File: src/rtl/reg_file_param_if.sv
// rtl/reg_file_param_if.sv - bus bundle for the parameterised two-read-port register file
interface reg_file_param_if #(
  parameter int WIDTH  = 32,
  parameter int ADDR_W = 5
);
  logic              we;
  logic [ADDR_W-1:0] waddr;
  logic [WIDTH-1:0]  wdata;
  logic              re_a;
  logic              re_b;
  logic [ADDR_W-1:0] raddr_a;
  logic [ADDR_W-1:0] raddr_b;
  logic [WIDTH-1:0]  rdata_a;
  logic [WIDTH-1:0]  rdata_b;
  logic              rvalid_a;
  logic              rvalid_b;
  logic              clear;
  logic              busy;

  modport master (
    output we, waddr, wdata, re_a, re_b, raddr_a, raddr_b, clear,
    input  rdata_a, rdata_b, rvalid_a, rvalid_b, busy
  );

  modport slave (
    input  we, waddr, wdata, re_a, re_b, raddr_a, raddr_b, clear,
    output rdata_a, rdata_b, rvalid_a, rvalid_b, busy
  );
endinterface

File: src/rtl/reg_file_param.sv
// rtl/reg_file_param.sv - register file, one write and two registered read ports, sweep clear
module reg_file_param #(
  parameter int WIDTH    = 32,
  parameter int ADDR_W   = 5,
  parameter int ZERO_REG = 1,
  parameter int BYPASS   = 1
) (
  input  logic              clk,
  input  logic              reset,
  reg_file_param_if.slave   bus
);
  localparam int DEPTH = 2**ADDR_W;

  typedef enum logic {IDLE, SWEEP} state_t;

  state_t            state, state_nxt;
  logic [ADDR_W-1:0] idx, idx_nxt;
  logic              accept;
  logic              sweep_en;
  logic              wr_ok;
  logic [WIDTH-1:0]  mem [DEPTH];
  logic [WIDTH-1:0]  rd_a_val, rd_b_val;
  logic [WIDTH-1:0]  rdata_a, rdata_b;
  logic              rvalid_a, rvalid_b;

  always_ff @(posedge clk or posedge reset) begin
    if (reset) begin
      state <= IDLE;
      idx   <= '0;
    end else begin
      state <= state_nxt;
      idx   <= idx_nxt;
    end
  end

  // Traffic is only accepted in IDLE on an edge that does not start a sweep.
  always_comb begin
    state_nxt = state;
    idx_nxt   = idx;
    accept    = 1'b0;
    sweep_en  = 1'b0;
    case (state)
      IDLE: begin
        if (bus.clear) begin
          state_nxt = SWEEP;
          idx_nxt   = '0;
        end else begin
          accept = 1'b1;
        end
      end
      SWEEP: begin
        sweep_en = 1'b1;
        idx_nxt  = idx + 1'b1;
        if (idx == {ADDR_W{1'b1}}) state_nxt = IDLE;
      end
      default: state_nxt = IDLE;
    endcase
  end

  assign wr_ok = accept && bus.we && !(ZERO_REG != 0 && bus.waddr == '0);

  always_ff @(posedge clk or posedge reset) begin
    if (reset) begin
      for (int i = 0; i < DEPTH; i++) mem[i] <= '0;
    end else if (sweep_en) begin
      mem[idx] <= '0;
    end else if (wr_ok) begin
      mem[bus.waddr] <= bus.wdata;
    end
  end

  // Zero-register override is applied last so it also masks a bypassed write.
  always_comb begin
    rd_a_val = mem[bus.raddr_a];
    if (BYPASS != 0 && wr_ok && bus.waddr == bus.raddr_a) rd_a_val = bus.wdata;
    if (ZERO_REG != 0 && bus.raddr_a == '0) rd_a_val = '0;
  end

  always_comb begin
    rd_b_val = mem[bus.raddr_b];
    if (BYPASS != 0 && wr_ok && bus.waddr == bus.raddr_b) rd_b_val = bus.wdata;
    if (ZERO_REG != 0 && bus.raddr_b == '0) rd_b_val = '0;
  end

  always_ff @(posedge clk or posedge reset) begin
    if (reset) begin
      rdata_a  <= '0;
      rdata_b  <= '0;
      rvalid_a <= 1'b0;
      rvalid_b <= 1'b0;
    end else begin
      rvalid_a <= accept && bus.re_a;
      rvalid_b <= accept && bus.re_b;
      if (accept && bus.re_a) rdata_a <= rd_a_val;
      if (accept && bus.re_b) rdata_b <= rd_b_val;
    end
  end

  assign bus.rdata_a  = rdata_a;
  assign bus.rdata_b  = rdata_b;
  assign bus.rvalid_a = rvalid_a;
  assign bus.rvalid_b = rvalid_b;
  assign bus.busy     = (state == SWEEP);
endmodule

File: src/flat_wrapper.sv
// flat-port wrapper written by rule: the top's interface ports become plain ports
module reg_file_param_flat 
#(
  parameter int WIDTH    = 32,
  parameter int ADDR_W   = 5,
  parameter int ZERO_REG = 1,
  parameter int BYPASS   = 1
)
  (clk, reset, bus_we, bus_waddr, bus_wdata, bus_re_a, bus_re_b, bus_raddr_a, bus_raddr_b, bus_clear, bus_rdata_a, bus_rdata_b, bus_rvalid_a, bus_rvalid_b, bus_busy);
  reg_file_param_if #(.WIDTH(WIDTH), .ADDR_W(ADDR_W)) bus_i ();
  input  logic clk;
  input  logic reset;
  input wire logic [$bits(bus_i.we)-1:0] bus_we;
  input wire logic [$bits(bus_i.waddr)-1:0] bus_waddr;
  input wire logic [$bits(bus_i.wdata)-1:0] bus_wdata;
  input wire logic [$bits(bus_i.re_a)-1:0] bus_re_a;
  input wire logic [$bits(bus_i.re_b)-1:0] bus_re_b;
  input wire logic [$bits(bus_i.raddr_a)-1:0] bus_raddr_a;
  input wire logic [$bits(bus_i.raddr_b)-1:0] bus_raddr_b;
  input wire logic [$bits(bus_i.clear)-1:0] bus_clear;
  output wire logic [$bits(bus_i.rdata_a)-1:0] bus_rdata_a;
  output wire logic [$bits(bus_i.rdata_b)-1:0] bus_rdata_b;
  output wire logic [$bits(bus_i.rvalid_a)-1:0] bus_rvalid_a;
  output wire logic [$bits(bus_i.rvalid_b)-1:0] bus_rvalid_b;
  output wire logic [$bits(bus_i.busy)-1:0] bus_busy;
  assign bus_i.we = bus_we;
  assign bus_i.waddr = bus_waddr;
  assign bus_i.wdata = bus_wdata;
  assign bus_i.re_a = bus_re_a;
  assign bus_i.re_b = bus_re_b;
  assign bus_i.raddr_a = bus_raddr_a;
  assign bus_i.raddr_b = bus_raddr_b;
  assign bus_i.clear = bus_clear;
  assign bus_rdata_a = bus_i.rdata_a;
  assign bus_rdata_b = bus_i.rdata_b;
  assign bus_rvalid_a = bus_i.rvalid_a;
  assign bus_rvalid_b = bus_i.rvalid_b;
  assign bus_busy = bus_i.busy;
  reg_file_param #(.WIDTH(WIDTH), .ADDR_W(ADDR_W), .ZERO_REG(ZERO_REG), .BYPASS(BYPASS)) u_core (.clk(clk), .reset(reset), .bus(bus_i));
endmodule
File: config.mk
export PLATFORM = sky130hd
export DESIGN_NAME = reg_file_param_flat
export DESIGN_NICKNAME = d
export VERILOG_FILES = /design/src/rtl/reg_file_param_if.sv /design/src/rtl/reg_file_param.sv /design/src/flat_wrapper.sv
export SDC_FILE = /design/constraint.sdc
export NUM_CORES = 2
export LEC_CHECK = 0
export CAP_MARGIN = 25
export CORE_ASPECT_RATIO = 1.25
export CORE_MARGIN = 8
export CORE_UTILIZATION = 40
export DETAILED_ROUTE_END_ITERATION = 8
export HOLD_SLACK_MARGIN = 0.1
export PLACE_DENSITY = 0.63
export SYNTH_ARGS = -nofsm -noshare
export SYNTH_HDL_FRONTEND = slang
export SYNTH_SLANG_ARGS = --single-unit
File: constraint.sdc
create_clock -name clk -period 37.9 [get_ports clk]
set_input_delay 7.58 -clock clk [delete_from_list [all_inputs] [get_ports clk]]
set_output_delay 7.58 -clock clk [all_outputs]
set_load 0.01 [all_outputs]
==> results.cfg <==
[floorplanning]
row_count = 152
dieArea_sq_um = 150300
ioPinCount = 120
core_area_sq_um = 137100
die-width_um = 348.4
die_height_um = 431.4
floorplan.initialDensity = 0.4028

[drt]
final_wirelength_um = 208000
avgRoutedWirePerCell_um = 35.28
drt_pre_antenna_iters = 7
routed-via-count = 42360
post_drt_via_cell_ratio = 7.186
detail_route.drc_violations = 0
drt_iter0_markers = 5231
ant_nets = 0

[logic_synthesis]
synth_top_area_cell = dfrtp_1
synth_cells = 4115
synthArstFlopShare = 1.000
yosys.cell_types.count = 45
synth_area_leaders = dfrtp_1 50%, a22o_1 17%, mux4_2 16%
synth_enable_flop_cells = 0
post-synth-top-area-fraction = 0.4966
synth_warn = 0
proportion_of_synthesized_chip_area_in_sequential_cells = 0.4966
mappedNetlistArea_sq_um = 55230
synth_ff_type = dfrtp_1
yosys_register_bits = 1096
nets_in_the_synthesized_netlist = 4173
syn_avg_cell_area_sq_um = 13.42

[setup_path]
cpMostUsedCell = buf_4
critical_path.endpoint_type = async pin
worst_ep_arrival_time_ns = 11.65
critical_path_required_ns = 38.66
worst-setup-path-type = input pin to async pin
critical_path.max_stage_delay_ns = 0.81
crit_path_top_delay_cell = buf_4
critPathLaunchType = input pin
critical_path.max_fanout = 67
worstPathCellList = clkdlybuf4s50_1, clkinvlp_4, buf_4, buf_4, buf_4, buf_4

[power]
power.ir.vdd_worst_mv = 0.04146
portion_of_total_power_attributed_to_sequential_cells = 0.435
power.share.clock = 0.386
static-leakage-power_nw = 27.30
combPwrFrac = 0.180
cellInternalPower_w = 0.002142
pwr_density_cell_nw_per_um2 = 48.87
net_sw_power_w = 0.0009097
power.share.switching = 0.2981

[timing]
slew_viol_final = 0
hold_violations = 0
post-route-min-period_ns = 10.89
timing.setup.tns_ns = 0
achievable-frequency_ghz = 0.09180
slew-limit-headroom = 0.2360
final-setup-viol-count = 0
layout_worst_path_cycle_share = 0.2874
rsz0062_at_grt = false
tightest_slew_ns = 1.146
fin_worst_skew_ns = 0.03251

[clocking]
clock_tree_from_tritoncts = done
clkSlewWorstSetupHoldPaths_ns = 0.06
cts.htree.levels = 3
clock_tree.buffer_depth = 3
clock_insertion_delay_at_the_later_pin_of_the_skew_report_ns = 0.73
post_cts_resize_count = 0
cts_root_buf = clkbuf_16
number_of_hold_repair_buffers_added_at_the_cts_stage = 0
cts_post_setup_buffers_inserted = 0
cts_buffers = 106
cts.sink_count = 1096

[global_routing]
global_route_wire_length_before_repair_um = 303500
vias_in_the_first_global_route = 43190
grt_use_total = 0.2690
antenna_found_initial = 7
grt_max_degree = 177
grt_overflow = 0

[final_layout]
finish.net_count = 4013
layout.filler_cells = 12040
storage_element_area_sq_um = 27430
multi_input_area_sq_um = 26310
layout_overhead_on_the_synthesized_area_pct = 13.06
layout-drive-gt1-share = 0.2039
fin_util = 0.4554

[place]
placed_wire_length_estimate_um = 113200
place.gp.congestion = 0.8300
port-buffer-count = 119

[job]
timing.max_cap.violations = 0

[hold_path]
tightest_hold_check_type = flop to flop

[status]
outcome = finished clean
[state kept, by name, indices dropped and copies added, names as in the netlist]
signal               cells
u_core.bus.rvalid_a      1
u_core.bus.rdata_b      32
u_core.mem            1024
u_core.idx               5
u_core.bus.busy          1
u_core.bus.rdata_a      32
u_core.bus.rvalid_b      1
[worst paths after layout]
path                       slack (ns)               endpoint  cells after the start             from
max                             27.01        u_core.mem[452]                      6            reset
min                              0.51        u_core.mem[995]                      1  u_core.mem[995]
max reg2reg                     34.35        u_core.mem[883]                      8  u_core.bus.busy
min reg2reg                      0.51        u_core.mem[995]                      1  u_core.mem[995]
max in group clk                27.10  u_core.bus.rdata_b[9]                      7   bus_raddr_b[0]
min in group asynchronous        7.25        u_core.mem[657]                      2            reset
[layout make-up]
cell class / count / area share
clock buffer: 140 / 0.04775
antenna: 5 / 0.0002004
multi-input combinational: 2456 / 0.4213
timing repair buffer: 283 / 0.04048
sequential: 1096 / 0.4392
inverter: 12 / 0.0007815
clock inverter: 55 / 0.01319
tap: 1848 / 0.03703
[cell usage after synthesis, drive strengths merged, types with 5 or more instances]
cell type,instances
a211o,5
a21boi,5
a21oi,89
a221o,27
a221oi,128
a22o,1056
a22oi,192
a31oi,8
and2,39
buf,105
clkbuf,446
dfrtp,1096
ha,5
inv,12
mux2i,257
mux4,384
nand2,68
nor2,39
nor3,7
o21ai,65
or3,33
xnor2,11
[worst max-delay path, delay by kind of cell]
| family | cells | cell delay, ns |
|---|---|---|
| buf+inv | 6 | 3.85 |
[power groups by stage]
stage / combinational [W] / sequential [W] / clock, W
floorplan: 0.000296 / 0.00132 / 0
global placement: 0.000534 / 0.00134 / 0
detailed placement: 0.000540 / 0.00134 / 0
CTS: 0.000542 / 0.00132 / 0.00119
global route: 0.000571 / 0.00133 / 0.00123
finish: 0.000548 / 0.00133 / 0.00118
[cells by family after synthesis]
group,Yosys count,synth area share
XOR/XNOR,12,0.001903
buffers and inverters,563,0.04008
flip-flops,1096,0.4966
adder cells (fa/ha/maj),5,0.001133
AO/OA/AOI/OAI,1583,0.2367
multiplexers,641,0.2032
AND/OR/NAND/NOR,215,0.02041
[placed cells by master (no fill, tap or decap), types with 5 or more instances in the layout]
cell,instances
a21oi_4,23
xnor2_1,11
clkbuf_1,15
buf_4,157
clkinv_2,22
o21ai_0,65
clkbuf_16,107
diode_2,5
buf_8,5
ha_1,5
a221o_1,27
mux2i_1,257
a22o_1,1056
mux4_2,384
nor3_1,7
clkinvlp_4,9
inv_1,9
dfrtp_1,1096
or3_1,32
a211o_1,5
clkbuf_8,18
nor2_4,35
bufinv_16,19
a22oi_1,192
nand2_1,68
a31oi_4,8
and2_1,35
a21boi_0,5
clkdlybuf4s50_1,111
a21oi_1,66
a221oi_1,128
[per-stage QoR]
step	total power [W]	hold WS [ns]	setup slack, ns	std cells	area, sq um
global route	0.003133	0.5227	26.43	5891	62430
detailed placement	0.001882	0.4911	25.84	5691	58530
global placement	0.001876	0.4826	25.89	5689	58500
finish	0.003051	0.5075	27.01	5895	62440
CTS	0.003052	0.5106	26.61	5886	62330
floorplan	0.001620	0.4666	15.20	4115	55230
[metal layers]
layer	GRT usage	up-vias	share of wire
met3	0.06749	719	0.10
li1	-	16340	-
met5	0	-	0.000063
met2	0.4129	2964	0.45
met4	0.1481	2	0.060
met1	0.3496	22340	0.38
Note: power is estimated with default switching activity, not from simulation.
